$ cat config.mk
export PLATFORM = sky130hd
export DESIGN_NAME = bus_interval_timer
export DESIGN_NICKNAME = d
export VERILOG_FILES = /design/src/rtl/bus_interval_timer_pkg.sv /design/src/rtl/bus_interval_timer_tick_gen.sv /design/src/rtl/bus_interval_timer.sv
export SDC_FILE = /design/constraint.sdc
export NUM_CORES = 1
export LEC_CHECK = 0
export ABC_CLOCK_PERIOD_IN_PS = 3000
export CAP_MARGIN = 20
export CORE_MARGIN = 10
export CORE_UTILIZATION = 55
export CTS_BUF_LIST = sky130_fd_sc_hd__clkbuf_8
export CTS_CLUSTER_DIAMETER = 80
export DETAILED_ROUTE_END_ITERATION = 8
export GPL_ROUTABILITY_DRIVEN = 1
export PLACE_DENSITY = 0.81
export SYNTH_ARGS = -nofsm -noshare
export SYNTH_HDL_FRONTEND = slang
export SYNTH_SLANG_ARGS = --single-unit
$ cat constraint.sdc
create_clock -name Clock -period 3 [get_ports Clock]
set_input_delay 0.45 -clock Clock [delete_from_list [all_inputs] [get_ports Clock]]
set_output_delay 0.45 -clock Clock [all_outputs]
set_load 0.01 [all_outputs]
$ cat src/rtl/bus_interval_timer_pkg.sv
// Shared constants for the bus interval timer: register offsets, bit indices
// and the bus handshake state type.
package timer_pkg;

    localparam logic [1:0] REG_CTRL   = 2'd0;
    localparam logic [1:0] REG_PERIOD = 2'd1;
    localparam logic [1:0] REG_COUNT  = 2'd2;
    localparam logic [1:0] REG_STATUS = 2'd3;

    localparam int CTRL_EN        = 0;
    localparam int CTRL_AUTO      = 1;
    localparam int STATUS_TIMEOUT = 0;

    typedef enum logic {
        BUS_IDLE = 1'b0,
        BUS_RESP = 1'b1
    } bus_state_e;

endpackage

$ cat src/rtl/bus_interval_timer_tick_gen.sv
// Prescaler: counts PRESCALE-1 down to 0 while enabled and flags a tick at 0.
module tick_gen #(
    parameter int PRESCALE = 50000
) (
    input  logic clk,
    input  logic rst,
    input  logic en,
    input  logic restart,
    output logic tick
);

    localparam int W = (PRESCALE > 1) ? $clog2(PRESCALE) : 1;
    localparam logic [W-1:0] RELOAD = W'(PRESCALE - 1);

    logic [W-1:0] presc_q, presc_d;

    always_comb begin
        presc_d = presc_q;
        if (restart) begin
            presc_d = RELOAD;
        end else if (en) begin
            presc_d = (presc_q == '0) ? RELOAD : presc_q - 1'b1;
        end
    end

    // The tick stays valid on a restart edge; the consumer decides priority.
    assign tick = en && (presc_q == '0);

    always_ff @(posedge clk or posedge rst) begin
        if (rst) presc_q <= RELOAD;
        else     presc_q <= presc_d;
    end

endmodule

$ cat src/rtl/bus_interval_timer.sv
// Memory-mapped interval timer: bus handshake FSM, CTRL/PERIOD/COUNT/STATUS
// registers and the tick-driven COUNT/TIMEOUT logic.
//
// state    | meaning
// BUS_IDLE | waiting for a strobe that hits the register window
// BUS_RESP | DataDone cycle; strobes are ignored
module bus_interval_timer
    import timer_pkg::*;
#(
    parameter logic [15:0] BASE_ADDR = 16'hA000,
    parameter int          PRESCALE  = 50000
) (
    input  logic        Clock,
    input  logic        Reset,
    input  logic        ReadData,
    input  logic        WriteData,
    input  logic [15:0] DataAddr,
    input  logic [15:0] DataOut,
    output logic [15:0] DataIn,
    output logic        DataDone,
    output logic        TimeoutLed
);

    bus_state_e  state_q, state_d;
    logic [15:0] data_in_q, data_in_d;
    logic        en_q, en_d;
    logic        auto_q, auto_d;
    logic [15:0] period_q, period_d;
    logic [15:0] count_q, count_d;
    logic        timeout_q, timeout_d;

    logic        hit, accept, wr, rd;
    logic        wr_ctrl, wr_period, wr_status;
    logic        tick, tick_ok, restart;
    logic [15:0] rdata;

    always_comb begin
        hit       = (DataAddr[15:2] == BASE_ADDR[15:2]);
        accept    = (ReadData || WriteData) && hit && (state_q == BUS_IDLE);
        wr        = accept && WriteData;
        rd        = accept && !WriteData;
        wr_ctrl   = wr && (DataAddr[1:0] == REG_CTRL);
        wr_period = wr && (DataAddr[1:0] == REG_PERIOD);
        wr_status = wr && (DataAddr[1:0] == REG_STATUS);
        // Disabling on a tick edge discards that tick entirely.
        tick_ok   = tick && !(wr_ctrl && !DataOut[CTRL_EN]);
        restart   = wr_period || (wr_ctrl && DataOut[CTRL_EN] && !en_q);
    end

    always_comb begin
        rdata = 16'h0000;
        case (DataAddr[1:0])
            REG_CTRL:   rdata = {14'h0000, auto_q, en_q};
            REG_PERIOD: rdata = period_q;
            REG_COUNT:  rdata = count_q;
            REG_STATUS: rdata = {15'h0000, timeout_q};
            default:    rdata = 16'h0000;
        endcase
    end

    always_comb begin
        state_d   = accept ? BUS_RESP : BUS_IDLE;
        data_in_d = rd ? rdata : 16'h0000;
    end

    always_comb begin
        en_d      = en_q;
        auto_d    = auto_q;
        period_d  = period_q;
        count_d   = count_q;
        timeout_d = timeout_q;

        if (wr_status && DataOut[STATUS_TIMEOUT]) timeout_d = 1'b0;

        if (tick_ok) begin
            if (count_q != 16'h0000) begin
                count_d = count_q - 16'd1;
            end else begin
                timeout_d = 1'b1;
                if (auto_q) count_d = period_q;
                else        en_d    = 1'b0;
            end
        end

        // Bus writes override whatever the tick did on the same edge.
        if (wr_ctrl) begin
            en_d   = DataOut[CTRL_EN];
            auto_d = DataOut[CTRL_AUTO];
        end
        if (wr_period) begin
            period_d = DataOut;
            count_d  = DataOut;
        end
    end

    tick_gen #(.PRESCALE(PRESCALE)) u_tick_gen (
        .clk     (Clock),
        .rst     (Reset),
        .en      (en_q),
        .restart (restart),
        .tick    (tick)
    );

    always_ff @(posedge Clock or posedge Reset) begin
        if (Reset) begin
            state_q   <= BUS_IDLE;
            data_in_q <= 16'h0000;
            en_q      <= 1'b0;
            auto_q    <= 1'b0;
            period_q  <= 16'h0000;
            count_q   <= 16'h0000;
            timeout_q <= 1'b0;
        end else begin
            state_q   <= state_d;
            data_in_q <= data_in_d;
            en_q      <= en_d;
            auto_q    <= auto_d;
            period_q  <= period_d;
            count_q   <= count_d;
            timeout_q <= timeout_d;
        end
    end

    assign DataIn     = data_in_q;
    assign DataDone   = (state_q == BUS_RESP);
    assign TimeoutLed = timeout_q;

endmodule

# After elaboration in Yosys (flattened, before gate mapping)
# Cells that the tools add are included.
# word_totals
ff_bits,68
in_bits,36
out_inout_bits,18
# classes
addsub,2
n_eq_ne,6
mux,17
bitwise_logic,1
n_reduce_logical,28
# op_table
operator,n
$mux 16,8
$pmux 16 s4,1
$sub 16x1->16 const B,2
$logic_not 16->1,1
$reduce_bool 16->1,1
$eq 14x14->1 const B,1
$logic_and 1x1->1,13
$mux 1,8
$reduce_bool 2->1,3
$eq 2x2->1 const B,2
$logic_not 1->1,4
$reduce_and 3->1,1
$reduce_bool 3->1,1
$eq 2x1->1 const B,1
$logic_not 2->1,1
$logic_or 1x1->1,2
$ne 2x1->1 const B,1
$ne 2x2->1 const B,1
$reduce_and 2->1,1
$not 1->1,1

# Depth between registers and ports, before layout
# depth
ltp_word,10
ltp_mapped,9

# Hierarchy
# Synthesis repeated with hierarchy kept, for this count alone.
# hier_totals
hier_cells,408
hier_area_um2,3762.4
# modules_own_cells
mod,n_inst,cells_each,area_per_inst_um2,seq_area_each_um2
bus_interval_timer,1,322,2876.5,1301.2
tick_gen,1,86,885.8,411.6

# Least setup slack after synthesis
# No wires, ideal clock.
# synth_path
kind,register -> register
from,register count_q[4]
to,register count_q[3]
setup_ns,0.118
t_arrival_ns,2.255
t_required_ns,2.882
setup_slack_ns,0.627
stages_incl_launch_ff,10
n_path_buf,3
cell_sequence,dfrtp_1 > buf_2 > or4_4 > or4_1 > buf_2 > or2_0 > buf_2 > o21ai_1 > o21ai_0 > a21o_1
# synth_via
elab_chain_len,4
# synth_rtl
element,line,source
"start, declared",bus_interval_timer.sv:29,"logic [15:0] count_q, count_d;"
"start signal, assigned",bus_interval_timer.sv:119,count_q <= count_d;
$reduce_bool 16->1 (*),bus_interval_timer.sv:76,if (count_q != 16'h0000) begin
$mux 16,bus_interval_timer.sv:76,
$mux 16,bus_interval_timer.sv:75,if (tick_ok) begin
$mux 16,bus_interval_timer.sv:90,if (wr_period) begin
# Every way passes the cells marked *; elsewhere a longest branch is shown, timed or not. The select of a mux whose other input is x is not followed.
# A chain may end at the register's enable or synchronous reset.

# Final worst setup path
# layout_path
from,input port DataAddr[3]
to,register count_q[2]
# layout_via
elab_chain_len,10
# layout_rtl
element,line,source
"start, declared",bus_interval_timer.sv:17,"input logic [15:0] DataAddr,"
$eq 14x14->1 (*),bus_interval_timer.sv:38,hit = (DataAddr[15:2] == BASE_ADDR[15:2]);
$logic_and 1x1->1 (*) (2 in series),bus_interval_timer.sv:39,accept = (ReadData || WriteData) && hit && (state_q == BUS_IDLE);
$logic_and 1x1->1 (*),bus_interval_timer.sv:40,wr = accept && WriteData;
$logic_and 1x1->1,bus_interval_timer.sv:42,wr_ctrl = wr && (DataAddr[1:0] == REG_CTRL);
$logic_and 1x1->1,bus_interval_timer.sv:46,tick_ok = tick && !(wr_ctrl && !DataOut[CTRL_EN]);
$logic_not 1->1,bus_interval_timer.sv:46,
$logic_and 1x1->1,bus_interval_timer.sv:46,
$reduce_bool 2->1 (no line),--,
$reduce_and 2->1 (no line),--,
# Every way passes the cells marked *; elsewhere a longest branch is shown, timed or not.

==> out/results.tsv <==
metric	value	unit
status	finished, final reports clean	
number of max-cap violations	0	
# fillers	490	
sequential cell area fraction in the yosys report	45.9	%
Core Area	6460	sq um
synth unique cells	57	
hold buffers post-CTS	0	
largest net degree at the start of global routing	37	
Clock Latency Late Sink	350	ps
Slew @ Worst Pin	577	ps
CTS root buffer	clkbuf_8	
main flop type after synthesis	dfrtp_1	
LEAKAGE	0.00202	uW
diode count	0	
vias in the first global route	3261	
Placer Congestion	0.916	
drt initial violations	195	
Syn Std Cell Area	3730	sq um
CTS tree	yes	
HP Class	register to register	
die width	102	um
Final ANT Viol Nets	0	
layout cell share with drive strength beyond 1	11.2	%
Cell Area, Placed	4360	sq um
most frequent cell after synthesis	nand2_1	
1st-pass router iterations	5	
Boundary Pins	54	
crit path DAT	2910	ps
clk_skew	13.7	ps
cell count after synthesis	415	
crit-path max FO	10	
Initial Utilization	57.7	%
Die ar.	10500	sq um
Area growth, synth to finish	23.5	%
antenna violations before repair	0	
met2 wire len	4.63	mm
finished layout cell area	4610	sq um
CP Class	input pin to register	
Routed WL per cell	18.1	um
top post-synthesis cells by area	dfrtp_1 (40%), nand2_1 (7.3%), dfstp_2 (6.3%), nor2_1 (4.2%), a22oi_1 (2.8%)	
DRT met1 WL	4.26	mm
RSZ-0062 raised after global routing	false	
Clock Sinks	68	
CTS clk-pin slew, worst paths	70	ps
first-pass GRT wire length	15.8	mm
Post-CTS Resized	0	
Yosys reg bits	68	
hpwl dp	7.15	mm
Post-synth EDFFs	0	
gr usage total	18.9	%
Final WS setup	363	ps
drt drc	0	
Synth top area share	39.6	%
CTS buffer count	9	
Cell Pwr Density	461	nW/um^2
Post-synth top cells	nand2_1 (73), dfrtp_1 (59), nor2_1 (42)	
Vias/cell	6.24	
Setup TNS	0	ps
final layout net count	509	
CTS H-tree lvls	3	
grt ovf	0	
syn avg cell area	8.99	sq um
crit end category	register	
Die Ht	102	um
met3 wire length	940	um
minimum clock period	2640	ps
relative slew slack	61.1	%
YS warnings	0	
Mapped Nets	455	
fmax	0.379	GHz
post-CTS setup buffer count	0	
Peak VDD IR	0.250	mV
Site Rows	29	
Final Hold Fails	0	
Yosys top cell by area	dfrtp_1	
DRT Wirelength	9.95	mm
Final setup viols	0	
IO Port Bufs	53	
Total Power	2130	uW
Post-synth ARST share	100	%
Slew Limit Fails	0	
Via Count	3438	
highest metal used	met4	
Final period util	87.9	%
Data required, critical path	3270	ps
CP Launch Type	input pin	
worst slack, placed	5.34	ps
Hold WS	500	ps
CTS max path bufs	2	
## cell usage in the layout, fill, tap and decap left out, types with 4 or more instances in the layout
master / instances
xor2_1: 4
clkbuf_8: 10
o21ai_1: 6
o21ai_0: 21
mux2i_1: 6
buf_4: 15
dfrtp_1: 59
a21oi_1: 11
xnor2_1: 12
nand3_1: 11
or3_1: 4
nand2_1: 73
clkdlybuf4s50_1: 53
inv_1: 7
nor4_1: 13
nor3_1: 7
dfstp_2: 9
nor2_1: 42
o211ai_1: 6
nand4_1: 5
nor2b_1: 6
o21a_1: 4
nand2b_1: 4
or4_1: 6
a22oi_1: 14
ha_1: 4
a21o_1: 13
## layer usage
layer | vias to the layer above | track usage (%)
met5 | - | 0
met2 | 171 | 29.4
met4 | 0 | 6.18
met3 | 18 | 5.60
met1 | 1659 | 24.7
li1 | 1590 | -
## where the power goes
group          switching (uW)  internal, uW  total (uW)
Clock                     358           575         933
Sequential               48.4           977        1030
Combinational            79.8          88.7         168
Total                     486          1640        2130
## critical path, cell delays in order
cell and delay (ps):
clkdlybuf4s50_1 400, nor4_1 430, nand4_1 380, or2_2 440
o211ai_2 200, and2_1 420, a21o_1 180
## cells by family after synthesis
logic type,Yosys count,synth area share (%)
compound gates,95,17.4
fa+ha+maj,4,1.34
flops,68,45.9
buf+inv,33,3.76
xor+xnor,16,3.76
mux,8,2.52
simple gates,191,25.3
## flip-flops by register name (all words and copies together), names as in the netlist
name,count
count_q,16
DataIn,16
auto_q,1
period_q,16
u_tick_gen.presc_q,16
TimeoutLed,1
DataDone,1
en_q,1
## metrics by stage
| stage | instances | util, % |
|---|---|---|
| 3_5_place_dp | 535 | 67.5 |
| 5_1_grt | 551 | 71.3 |
| 4_1_cts | 551 | 71.3 |
| 6_report | 551 | 71.3 |
| 2_1_floorplan | 415 | - |
| 3_3_place_gp | 535 | 67.5 |
## area by class of cell
cell class / instances / area, sq um / area share [%]
clock buffer: 10 / 138 / 2.99
clock inverter: 6 / 111 / 2.42
inverter: 8 / 30.0 / 0.652
multi-input combinational: 314 / 1880 / 40.7
sequential: 68 / 1710 / 37.2
tap: 77 / 96.3 / 2.09
timing repair buffer: 68 / 643 / 14.0
## path summary, 6_finish.rpt
| kind | cells past startpoint | slack [ps] | startpoint | endpoint |
|---|---|---|---|---|
| worst max-delay path | 7 | 360 | DataAddr[3] | count_q[2] |
| worst min-delay path | 2 | 500 | period_q[13] | period_q[13] |
| worst max register to register | 6 | 460 | count_q[11] | count_q[1] |
| worst min register to register | 2 | 500 | period_q[13] | period_q[13] |
| max in group asynchronous | 3 | 2130 | Reset | period_q[10] |
| min in group asynchronous | 3 | 510 | Reset | u_tick_gen.presc_q[13] |
Note: power is estimated with default switching activity, not from simulation.
